--- config.mk ---
export PLATFORM = sky130hd
export DESIGN_NAME = ame_num_normal_mc
export DESIGN_NICKNAME = d
export VERILOG_FILES = /design/src/rtl/ame_num_normal_mc.sv
export SDC_FILE = /design/constraint.sdc
export NUM_CORES = 2
export LEC_CHECK = 0
export ABC_CLOCK_PERIOD_IN_PS = 10700
export BUFFER_PORTS_ARGS = -buffer_cell sky130_fd_sc_hd__buf_2
export CORE_ASPECT_RATIO = 0.5
export CORE_MARGIN = 2
export CORE_UTILIZATION = 30
export CTS_BUF_LIST = sky130_fd_sc_hd__clkbuf_16
export DETAILED_ROUTE_END_ITERATION = 10
export HOLD_SLACK_MARGIN = 0.12
export PLACE_DENSITY = 0.57
export SYNTH_ARGS = -nofsm -noshare
export SYNTH_HDL_FRONTEND = slang
export SYNTH_SLANG_ARGS = --single-unit
--- constraint.sdc ---
create_clock -name clk_i -period 10.7 [get_ports clk_i]
set_input_delay 1.07 -clock clk_i [delete_from_list [all_inputs] [get_ports clk_i]]
set_output_delay 1.07 -clock clk_i [all_outputs]
set_load 0.01 [all_outputs]
--- src/rtl/ame_num_normal_mc.sv ---
// Multi-lane sign-magnitude normaliser: divides each lane by 2^shift, rounds, and saturates to OUT_BITS.
// Latency ceil(shift/STEP_BITS)+1 cycles; one beat in flight, in_ready_o low until the result is taken.
module ame_num_normal_mc #(
  parameter int DATA_BITS = 64,
  parameter int OUT_BITS  = 32,
  parameter int LANES     = 4,
  parameter int STEP_BITS = 8
) (
  input  logic                          clk_i,
  input  logic                          rst_n_i,
  input  logic                          in_valid_i,
  output logic                          in_ready_o,
  input  logic [LANES*DATA_BITS-1:0]    in_data_i,
  input  logic [$clog2(DATA_BITS)-1:0]  in_shift_i,
  input  logic                          in_rnd_i,
  output logic                          out_valid_o,
  input  logic                          out_ready_i,
  output logic [LANES*OUT_BITS-1:0]     out_data_o,
  output logic [LANES-1:0]              out_sat_o
);

  localparam int SW = $clog2(DATA_BITS);
  localparam logic [DATA_BITS:0] NEG_LIM =
    {{(DATA_BITS+1-OUT_BITS){1'b0}}, 1'b1, {(OUT_BITS-1){1'b0}}};
  localparam logic [DATA_BITS:0] POS_LIM = NEG_LIM - 1'b1;
  localparam logic [OUT_BITS-1:0] OUT_MAX = {1'b0, {(OUT_BITS-1){1'b1}}};
  localparam logic [OUT_BITS-1:0] OUT_MIN = {1'b1, {(OUT_BITS-1){1'b0}}};

  typedef enum logic [1:0] {IDLE, SHIFT, ROUND, OUT} state_e;

  state_e                     state_q, state_d;
  logic [DATA_BITS-1:0]       mag_q [LANES];
  logic [DATA_BITS-1:0]       mag_d [LANES];
  logic [LANES-1:0]           sign_q, sign_d;
  logic [LANES-1:0]           rbit_q, rbit_d;
  logic [LANES-1:0]           sticky_q, sticky_d;
  logic [SW-1:0]              rem_q, rem_d;
  logic                       rnd_q, rnd_d;
  logic                       out_valid_q, out_valid_d;
  logic [LANES*OUT_BITS-1:0]  out_data_q, out_data_d;
  logic [LANES-1:0]           out_sat_q, out_sat_d;

  logic [SW-1:0]              step_n;
  logic [DATA_BITS-1:0]       low_mask;
  logic [DATA_BITS:0]         r_w [LANES];

  // Bits below the round bit of this step; empty when step_n == 1.
  assign step_n   = (int'(rem_q) > STEP_BITS) ? SW'(STEP_BITS) : rem_q;
  assign low_mask = (DATA_BITS'(1) << (step_n - SW'(1))) - DATA_BITS'(1);

  always_comb begin
    for (int k = 0; k < LANES; k++) begin
      r_w[k] = {1'b0, mag_q[k]} + (DATA_BITS+1)'(rnd_q & rbit_q[k]);
    end
  end

  always_comb begin
    state_d     = state_q;
    mag_d       = mag_q;
    sign_d      = sign_q;
    rbit_d      = rbit_q;
    sticky_d    = sticky_q;
    rem_d       = rem_q;
    rnd_d       = rnd_q;
    out_valid_d = out_valid_q;
    out_data_d  = out_data_q;
    out_sat_d   = out_sat_q;
    case (state_q)
      IDLE: begin
        if (in_valid_i) begin
          for (int k = 0; k < LANES; k++) begin
            sign_d[k] = in_data_i[k*DATA_BITS + DATA_BITS - 1];
            mag_d[k]  = sign_d[k] ? DATA_BITS'(0) - in_data_i[k*DATA_BITS +: DATA_BITS]
                                  : in_data_i[k*DATA_BITS +: DATA_BITS];
          end
          rbit_d   = '0;
          sticky_d = '0;
          rem_d    = in_shift_i;
          rnd_d    = in_rnd_i;
          state_d  = (in_shift_i != '0) ? SHIFT : ROUND;
        end
      end
      SHIFT: begin
        for (int k = 0; k < LANES; k++) begin
          mag_d[k]    = mag_q[k] >> step_n;
          rbit_d[k]   = mag_q[k][step_n - SW'(1)];
          sticky_d[k] = sticky_q[k] | rbit_q[k] | (|(mag_q[k] & low_mask));
        end
        rem_d = rem_q - step_n;
        if (rem_q == step_n) state_d = ROUND;
      end
      ROUND: begin
        for (int k = 0; k < LANES; k++) begin
          if (!sign_q[k] && r_w[k] > POS_LIM) begin
            out_data_d[k*OUT_BITS +: OUT_BITS] = OUT_MAX;
            out_sat_d[k] = 1'b1;
          end else if (sign_q[k] && r_w[k] > NEG_LIM) begin
            out_data_d[k*OUT_BITS +: OUT_BITS] = OUT_MIN;
            out_sat_d[k] = 1'b1;
          end else begin
            out_data_d[k*OUT_BITS +: OUT_BITS] = sign_q[k] ? OUT_BITS'(0) - r_w[k][OUT_BITS-1:0]
                                                           : r_w[k][OUT_BITS-1:0];
            out_sat_d[k] = 1'b0;
          end
        end
        out_valid_d = 1'b1;
        state_d     = OUT;
      end
      OUT: begin
        if (out_ready_i) begin
          out_valid_d = 1'b0;
          state_d     = IDLE;
        end
      end
      default: state_d = IDLE;
    endcase
  end

  always_ff @(posedge clk_i) begin
    if (!rst_n_i) begin
      state_q     <= IDLE;
      for (int k = 0; k < LANES; k++) mag_q[k] <= '0;
      sign_q      <= '0;
      rbit_q      <= '0;
      sticky_q    <= '0;
      rem_q       <= '0;
      rnd_q       <= 1'b0;
      out_valid_q <= 1'b0;
      out_data_q  <= '0;
      out_sat_q   <= '0;
    end else begin
      state_q     <= state_d;
      mag_q       <= mag_d;
      sign_q      <= sign_d;
      rbit_q      <= rbit_d;
      sticky_q    <= sticky_d;
      rem_q       <= rem_d;
      rnd_q       <= rnd_d;
      out_valid_q <= out_valid_d;
      out_data_q  <= out_data_d;
      out_sat_q   <= out_sat_d;
    end
  end

  assign in_ready_o  = (state_q == IDLE);
  assign out_valid_o = out_valid_q;
  assign out_data_o  = out_data_q;
  assign out_sat_o   = out_sat_q;

endmodule

==> run summary <==
Pre-antenna DRT Iters: 8
Seq/Total Area, Yosys: 0.185
Crit-path max FO: 34
Largest net degree at the start of global routing: 198
Top sig layer: met5
First-pass GRT wire length: 272 mm
Yosys reg bits: 406
Hold-fix buffers at CTS: 0
Net count after synthesis: 6493
Post-Place Cells: 7974
Hold Violations, Final: 0
Clock buffer depth: 3
Max Slew Vio Count: 0
Worst endpoint required time: 11200 ps
Area growth syn-to-layout: 9.68%
Worst Hold Class: reg2reg
Post-CTS Setup Bufs: 0
Pwr per Cell Area: 282 nW/um^2
Most frequent cells in the layout: 782 x nand2_1, 586 x mux2i_1, 435 x nor2_1, 428 x a21oi_1, 405 x dfxtp_1
RSZ-0062 raised after global routing: no
Slew @ Worst Pin: 1220 ps
Total gr overflow: 0
H-tree depth: 2
Post-Synthesis Mean Instance Area: 7.09 um^2
Die Y: 275 um
Register share of total power: 0.272
Top Ports: 401
Combinational group share of total power: 0.592
Clock skew: 20.4 ps
Vias: 47400
Port Buffers: 400
Layout Cells excl Fill: 8068
Setup_tns: 0 ps
Post-synth EDFFs: 0
Vias in the first global route: 43300
Max Clk Rate: 184 MHz
Sw Ratio: 0.544
Critical path data arrival time: 5950 ps
DP Wirelength: 128 mm
CORE AREA: 146000 um^2
Top_reg_cell synth: dfxtp_1
Tmin final: 5440 ps
Gr usage total: 0.226
Syn. warnings: 0
Layout cells sized above 1: 0.109
Total power: 0.0136 W
Clk pin slew, worst setup/hold paths: 60 ps
Final Core Density: 0.331
Crit end category: flip-flop
Std-Cell Rows: 99
Period utilisation layout: 0.509
DR iter-0 viols: 4607
Metal2 WL: 79.5 mm
Commonest non-fill, non-tap cell in the layout: nand2_1
Asr flop ratio synth: 0
Die Area: 150000 um^2
Hold Crit Depth: 2
R2r worst-path depth: 14
Maximum vdd ir drop: 276 uV
Int Power: 0.00620 W
CTS resizes: 0
Post-Syn Instances: 6200
Clock Root Buffer: clkbuf_16
Overall routed net length: 180 mm
Startpoint types: flip-flop
WHS: 478 ps
Total CTS buffers: 50
Wire length per cell after detailed routing: 22.2 um
Latest clock arrival within the worst-skew pair: 640 ps
Status: finished clean
Max Cap Violations: 0
Initial antenna violation count: 32
WL met3: 12.5 mm
Starting Density: 0.302
Final setup viols: 0
CTS tree: built
DRT antenna net count: 0
Worst slew margin: 0.185
Synthesized area: 43900 um^2
Net switching power: 0.00740 W
Synth unique cells: 97
Die X: 545 um
# clock sinks: 406
Vias per std cell: 5.88
Clock power share: 0.135
Drc violations: 0
Met1 Wirelength: 79.6 mm
Critical path type: reg2reg
Gpl congestion: 0.946
Final nets: 6350
Lkg Pwr: 17.3 nW
cell type report:
cell class / instances / area (um^2)
flip-flops and latches: 406 / 8130
well taps: 1969 / 2460
diodes: 4 / 10.0
clock buffers: 53 / 1330
multi-input cells: 5057 / 33100
fillers: 15800 / 97400
clock inverters: 37 / 357
inverters: 78 / 315
repair buffers: 464 / 2530
power by group through the flow:
| stage | logic, W | registers (W) | clock network [W] |
|---|---|---|---|
| finish | 0.00805 | 0.00370 | 0.00184 |
| global placement | 0.00788 | 0.00367 | 0 |
| detailed placement | 0.00791 | 0.00367 | 0 |
| global route | 0.00881 | 0.00379 | 0.00193 |
| CTS | 0.00795 | 0.00364 | 0.00188 |
| floorplan | 0.00657 | 0.00252 | 0 |
Yosys cell counts (38+ instances only):
cell type | count | area share
nor2_1 | 437 | 0.037
mux2i_1 | 586 | 0.13
xor2_1 | 175 | 0.035
buf_2 | 59 | 0.0067
and3_1 | 63 | 0.0090
and2_1 | 44 | 0.0063
o21ai_0 | 385 | 0.044
nor4_1 | 100 | 0.014
a311oi_1 | 39 | 0.0078
or4_1 | 80 | 0.014
clkbuf_1 | 495 | 0.042
o31ai_1 | 108 | 0.018
dfxtp_1 | 406 | 0.18
a21oi_1 | 428 | 0.049
xnor2_1 | 351 | 0.070
nand2b_1 | 38 | 0.0054
a31oi_1 | 51 | 0.0073
o211ai_1 | 263 | 0.045
nand2_1 | 784 | 0.067
and4_1 | 38 | 0.0076
nor3_1 | 115 | 0.013
o22ai_1 | 51 | 0.0073
a211oi_1 | 97 | 0.017
buf_1 | 97 | 0.0083
nand3_1 | 193 | 0.022
nand4_1 | 117 | 0.017
inv_1 | 76 | 0.0065
or3_1 | 79 | 0.011
o41ai_1 | 47 | 0.0094
stage by stage:
step,instance area (um^2),worst slack (ps)
floorplan,43900,6390
finish,48200,5260
global route,48200,4920
global placement,46500,5400
detailed placement,46500,5340
CTS,48200,5320
path summary, 6_finish.rpt:
| path | from | end | slack (ps) |
|---|---|---|---|
| setup / recovery | rnd_q | out_data_o[38] | 5260 |
| setup reg to reg | rnd_q | out_data_o[38] | 5260 |
| hold reg to reg | out_data_o[125] | out_data_o[125] | 480 |
| hold / removal | out_data_o[125] | out_data_o[125] | 480 |
registers in the layout (all words and copies together), names as in the netlist:
signal and flops:
mag_q 256, out_data_o 128, rem_q 6, out_sat_o 4, rbit_q 4, sign_q 4
state_q 2, out_valid_o 1, rnd_q 1
kinds of logic (layout without fill, tap and decap cells):
family / after synthesis / count (layout) / synth area share
AND/OR/NAND/NOR: 2224 / 2224 / 0.249
AO/OA/AOI/OAI: 1669 / 1669 / 0.244
buffers and inverters: 737 / 632 / 0.0653
multiplexers: 611 / 611 / 0.144
XOR/XNOR: 526 / 526 / 0.105
flip-flops: 406 / 406 / 0.185
adder cells (fa/ha/maj): 26 / 26 / 0.00740
other: 1 / 5 / 0.0000853
routing by layer:
metal	vias to the layer above	track usage
met5	-	0
met4	30	0.0934
met3	364	0.0324
met2	1797	0.356
met1	22800	0.310
li1	22500	-
critical path, cell delays in order, from the launching register on:
cell,delay [ps]
dfxtp_1,480
and2_1,240
ha_1,280
nand4_1,470
or3_1,610
nor4_2,750
xnor2_1,240
o211ai_1,120
or3_1,310
nor4_1,570
a41oi_2,200
buf_4,300
o31ai_4,240
buf_4,380
nor2_1,100
(Power assumes the default switching activity.)
